`src/rtl/control_nueva_ficha.sv`:
```
// control_nueva_ficha: inserts a new tile (2 or 4) into a random empty cell
// of the 4x4 board.
//
// On start, the block latches the board and scans its 16 cells one per cycle,
// building a list of the empty cells. An LFSR value is then reduced modulo the
// number of empty cells to pick one entry from that list.
//
// Ports:
//   clk            single clock, rising edge
//   rst            synchronous active-high reset
//   start          insertion request, sampled only in IDLE
//   matriz_entrada current board (0 = empty), cell index = 4*i + j
//   matriz_salida  board after insertion, held until the next result
//   ocupado        busy, from the cycle after start until done falls
//   done           one-cycle pulse when the results are valid
//   sin_espacio    with done: board was full and nothing was written
//   posicion       cell index written by the last successful insertion
//   contador       number of empty cells found in the last scan
module control_nueva_ficha #(
   parameter logic [15:0] SEMILLA = 16'hACE1
) (
   input  logic        clk,
   input  logic        rst,
   input  logic        start,
   input  logic [31:0] matriz_entrada [4][4],
   output logic [31:0] matriz_salida  [4][4],
   output logic        ocupado,
   output logic        done,
   output logic        sin_espacio,
   output logic [3:0]  posicion,
   output logic [4:0]  contador
);

   typedef enum logic [2:0] {
      StIdle,
      StScan,
      StSelect,
      StReduce,
      StWrite,
      StDone
   } estado_e;

   estado_e            estado_q;
   logic [15:0]        lfsr_q, lfsr_d;
   logic [15:0][31:0]  tablero_q;   // latched copy of the input board
   logic [15:0][31:0]  salida_q;
   logic [15:0][3:0]   lista_q;     // indices of the empty cells, in scan order
   logic [3:0]         k_q;
   logic [4:0]         cuenta_q;
   logic [3:0]         r_q;
   logic               cuatro_q;    // selected tile is a 4 rather than a 2
   logic               ocupado_q, done_q, sin_q;
   logic [3:0]         posicion_q;
   logic [4:0]         contador_q;
   logic [31:0]        valor;

   // Fibonacci LFSR, taps 16/14/13/11, shifting left into bit 0.
   assign lfsr_d = {lfsr_q[14:0], lfsr_q[15] ^ lfsr_q[13] ^ lfsr_q[12] ^ lfsr_q[10]};
   assign valor  = cuatro_q ? 32'd4 : 32'd2;

   always_ff @(posedge clk) begin
      if (rst) begin
         estado_q   <= StIdle;
         lfsr_q     <= SEMILLA;
         tablero_q  <= '0;
         salida_q   <= '0;
         lista_q    <= '0;
         k_q        <= '0;
         cuenta_q   <= '0;
         r_q        <= '0;
         cuatro_q   <= 1'b0;
         ocupado_q  <= 1'b0;
         done_q     <= 1'b0;
         sin_q      <= 1'b0;
         posicion_q <= '0;
         contador_q <= '0;
      end else begin
         lfsr_q <= lfsr_d;
         done_q <= 1'b0;
         unique case (estado_q)
            StIdle: begin
               if (start) begin
                  for (int i = 0; i < 4; i++) begin
                     for (int j = 0; j < 4; j++) begin
                        tablero_q[4*i+j] <= matriz_entrada[i][j];
                     end
                  end
                  k_q       <= '0;
                  cuenta_q  <= '0;
                  ocupado_q <= 1'b1;
                  estado_q  <= StScan;
               end
            end
            StScan: begin
               if (tablero_q[k_q] == 32'd0) begin
                  lista_q[cuenta_q[3:0]] <= k_q;
                  cuenta_q               <= cuenta_q + 5'd1;
               end
               k_q <= k_q + 4'd1;
               if (k_q == 4'd15) begin
                  estado_q <= StSelect;
               end
            end
            StSelect: begin
               contador_q <= cuenta_q;
               if (cuenta_q == 5'd0) begin
                  salida_q <= tablero_q;
                  sin_q    <= 1'b1;
                  done_q   <= 1'b1;
                  estado_q <= StDone;
               end else begin
                  r_q      <= lfsr_q[3:0];
                  cuatro_q <= (lfsr_q[7:5] == 3'b000);
                  sin_q    <= 1'b0;
                  estado_q <= StReduce;
               end
            end
            StReduce: begin
               // Repeated subtraction: r mod count in at most 16 cycles.
               // r >= count implies count <= 15, so the low 4 bits suffice.
               if ({1'b0, r_q} >= cuenta_q) begin
                  r_q <= r_q - cuenta_q[3:0];
               end else begin
                  estado_q <= StWrite;
               end
            end
            StWrite: begin
               for (int c = 0; c < 16; c++) begin
                  salida_q[c] <= (4'(c) == lista_q[r_q]) ? valor : tablero_q[c];
               end
               posicion_q <= lista_q[r_q];
               done_q     <= 1'b1;
               estado_q   <= StDone;
            end
            StDone: begin
               ocupado_q <= 1'b0;
               estado_q  <= StIdle;
            end
            default: begin
               estado_q <= StIdle;
            end
         endcase
      end
   end

   always_comb begin
      for (int i = 0; i < 4; i++) begin
         for (int j = 0; j < 4; j++) begin
            matriz_salida[i][j] = salida_q[4*i+j];
         end
      end
   end

   assign ocupado     = ocupado_q;
   assign done        = done_q;
   assign sin_espacio = sin_q;
   assign posicion    = posicion_q;
   assign contador    = contador_q;

endmodule

```
`config.mk`:
```
export PLATFORM = sky130hd
export DESIGN_NAME = control_nueva_ficha
export DESIGN_NICKNAME = d
export VERILOG_FILES = /design/src/rtl/control_nueva_ficha.sv
export SDC_FILE = /design/constraint.sdc
export NUM_CORES = 2
export LEC_CHECK = 0
export BUFFER_PORTS_ARGS = -buffer_cell sky130_fd_sc_hd__buf_2
export CAP_MARGIN = 5
export CORE_AREA = 4 4 405 407
export CTS_BUF_LIST = sky130_fd_sc_hd__clkbuf_16
export DETAILED_ROUTE_END_ITERATION = 7
export DIE_AREA = 0 0 409 411
export SLEW_MARGIN = 10
export SYNTH_ARGS = -nofsm -noshare
export SYNTH_HDL_FRONTEND = slang
export SYNTH_SLANG_ARGS = --single-unit
export TNS_END_PERCENT = 10
```
`constraint.sdc`:
```
create_clock -name clk -period 3.4 [get_ports clk]
set_input_delay 0.34 -clock clk [delete_from_list [all_inputs] [get_ports clk]]
set_output_delay 0.34 -clock clk [all_outputs]
set_load 0.05 [all_outputs]
```
==> flow_summary.json <==
{
  "drive_gt1_share_pct": 21.4,
  "reg2reg_depth": 10,
  "fin_skew_ns": 0.0770,
  "power.density_mw_per_mm2": 542,
  "crit_end": "lista_q[29]",
  "gp_congestion": 0.926,
  "portBuffers": 1038,
  "critical_path.startpoint_type": "flop",
  "die_w_um": 409,
  "clock-root-buffer": "clkbuf_16",
  "ys_types": 60,
  "crit_type": "reg -> reg",
  "fin_area_mm2": 0.0599,
  "cp_max_fo": 38,
  "synth-seq-cells": 1133,
  "fmax_mhz": 303,
  "grt_max_degree": 182,
  "htreeDepth": 3,
  "yosysSeqAreaShare_pct": 53.2,
  "period_share_pct": 97.0,
  "synthCells": 5327,
  "layout_min_cycle_time_ns": 3.30,
  "clock_latency_ns": 0.77,
  "routed_wl_um": 186000,
  "p_sw_mw": 9.65,
  "grt_pass1_vias": 43100,
  "maxCapViolations": 0,
  "start_util_pct": 26.6,
  "area_growth_pct": 40.5,
  "slew_headroom_pct": 14.1,
  "p_clk_share_pct": 39.6,
  "die_area_mm2": 0.168,
  "fillers": 16200,
  "r2r_setup_slack_ns": 0.10,
  "clock-sinks": 1133,
  "p_total_mw": 32.4,
  "combPwrFrac_pct": 15.7,
  "p_int_mw": 22.8,
  "final_nets": 7263,
  "synth_edf_count": 0,
  "status": "finished, final reports clean",
  "dpl_cell_area_mm2": 0.0506,
  "p_leak_nw": 23.7,
  "vias": 44700,
  "core_mm2": 0.160,
  "antenna_found_initial": 10,
  "hpwl_um": 131000,
  "drtAntennaViolNets": 0,
  "vdd_ir_drop_max_mv": 0.407,
  "grt_pass1_wl_um": 273000,
  "power_frac_seq_pct": 44.8,
  "netSwitchingFraction_pct": 29.7,
  "finalHoldViolations": 0,
  "yosys.area.top_type": "dfxtp_1",
  "grt_use_total_pct": 20.9,
  "rr_endpoint": "lista_q[29]",
  "worst-endpoint-required_ns": 4.05,
  "maxSlewViolCount": 0,
  "io_pins": 1039,
  "clk_pin_slew_ns": 0.06,
  "tritoncts": "done",
  "drc": 0,
  "yosysTopAreaCellShare_pct": 53.2,
  "critPathCaptureType": "flop",
  "crit_arrival_ns": 3.95,
  "rsz0062_at_grt": "no",
  "fp-row-count": 147,
  "synth_area_mm2": 0.0426,
  "die_h_um": 411,
  "yosys_warnings": 0,
  "wire_per_inst_um": 20.6,
  "avgSynthCellArea_um2": 8.00,
  "drtIter0Drc": 4162,
  "first_pass_iters": 5,
  "yosysMostFrequentCell": "nand2_1",
  "synth_nets": 5852,
  "netlist_top_cells_count": "nand2_1, dfxtp_1, a21oi_1, nand3_1, clkbuf_1",
  "holdCritPathClass": "in -> reg",
  "finalSetupViolCount": 0,
  "grt_overflow": 0,
  "vias_per_cell": 4.96,
  "clockBufferDepth": 3,
  "ys_top_cells_by_area": "dfxtp_1, nand2_1, a21oi_1",
  "synth-async-reset-ratio_pct": 0,
  "crit_path_start": "tablero_q[339]",
  "synthFlopType": "dfxtp_1",
  "worst_slew_pin_slew_ns": 1.29,
  "cts-buffers-inserted": 121,
  "timing.rr.start": "tablero_q[339]"
}
routing by layer:
metal / wire length [µm] / share of wire, % / GRT usage [%]
met3: 13000 / 7.0 / 4.31
met1: 73900 / 40 / 25.3
met5: 7 / 0.0038 / 0
met2: 87300 / 47 / 34.7
met4: 11800 / 6.3 / 11.8
worst min-delay path by stage:
stage	start	end	slack [ns]	cells after the start
finish	matriz_entrada[223]	tablero_q[319]	0.13	3
floorplan	lfsr_q[9]	lfsr_q[10]	0.39	1
global placement	lfsr_q[4]	lfsr_q[5]	0.39	1
global route	matriz_entrada[223]	tablero_q[319]	0.08	3
detailed placement	lfsr_q[14]	lfsr_q[15]	0.40	1
CTS	matriz_entrada[223]	tablero_q[319]	0.06	3
power groups by stage:
stage	clock [mW]	sequential (mW)	combinational [mW]
after floorplan	0	15.1	2.18
after global placement	0	14.8	4.52
after detailed placement	0	14.8	4.55
after CTS	13.1	14.5	5.10
after global routing	13.7	14.6	5.49
final	12.8	14.5	5.08
worst max-delay path, cell delays in order, from the launching register on:
cell and delay [ns]:
dfxtp_1 0.33, nor4_1 0.57, buf_4 0.21, nand4_1 0.22, mux4_2 0.61, nor3_1 0.24, buf_4 0.16, a2111oi_4 0.11
buf_12 0.24, or3b_1 0.37, a21oi_1 0.16
cells by family (layout without fill, tap and decap cells):
group	Yosys count	count (layout)	share of synthesized area (%)
and+or+nand+nor	2445	2445	25.3
AOI/OAI and AO/OA	1226	1226	15.1
DFF	1133	1133	53.2
buffers and inverters	467	1982	4.38
muxes	41	41	1.58
adders and majority gates	10	10	0.311
xor gates and xnor gates	5	5	0.103
other	0	10	0
area by class of cell:
cell class              count  area, µm²  share of cell area (%)
multi-input cells        3727      18100                    30.3
diodes                     10       25.0                  0.0418
well taps                2160       2700                    4.51
clock buffers             122       3050                    5.10
inverters                   8       30.0                  0.0502
clock inverters           105        800                    1.34
repair buffers           1747      12400                    20.8
flip-flops and latches   1133      22700                    37.9
through the flow:
stage               TNS [ns]  std cells  worst slack [ns]  hold slack (ns)  utilization [%]
floorplan                  0       5327             0.597            0.389                -
global placement      -10.92       8245            -0.196            0.393             31.6
detailed placement    -15.54       8245            -0.278            0.404             31.6
CTS                        0       9002            0.0535           0.0569             37.3
global route               0       9006           0.00575           0.0810             37.4
finish                     0       9012             0.103            0.134             37.4
flip-flops by register name, summed over array words and instances (netlist names), 3 cells and up:
| signal | flops |
|---|---|
| posicion | 4 |
| tablero_q | 512 |
| matriz_salida | 512 |
| contador | 5 |
| lfsr_q | 16 |
| cuenta_q | 5 |
| lista_q | 64 |
| k_q | 4 |
| r_q | 4 |
| estado_q | 3 |
timing repair:
item,in CTS,in global routing
hold buffers,527,0
buffers inserted,3,0
pin swaps,1,0
endpoints found under the hold margin,531,0
resized for setup,2,1
endpoints found under the setup margin,69,1
placed cells by master, fill, tap and decap left out, types with 17 or more instances in the layout:
cell | netlist | routed
clkinv_2 | 0 | 25
clkinv_1 | 0 | 27
mux4_2 | 21 | 21
nand4_1 | 23 | 23
a211oi_1 | 31 | 31
or3b_1 | 48 | 48
inv_1 | 8 | 38
a21oi_1 | 1073 | 1072
o21ai_0 | 59 | 59
dlygate4sd3_1 | 0 | 527
buf_12 | 0 | 46
nor2_1 | 80 | 80
nand3_1 | 503 | 502
nand2_1 | 1561 | 1559
nor4_1 | 92 | 92
buf_4 | 6 | 134
nor3_1 | 31 | 31
mux2i_1 | 19 | 19
buf_2 | 53 | 1037
or4_1 | 17 | 17
clkbuf_16 | 0 | 122
dfxtp_1 | 1133 | 1129
Note: power is estimated with default switching activity, not from simulation.
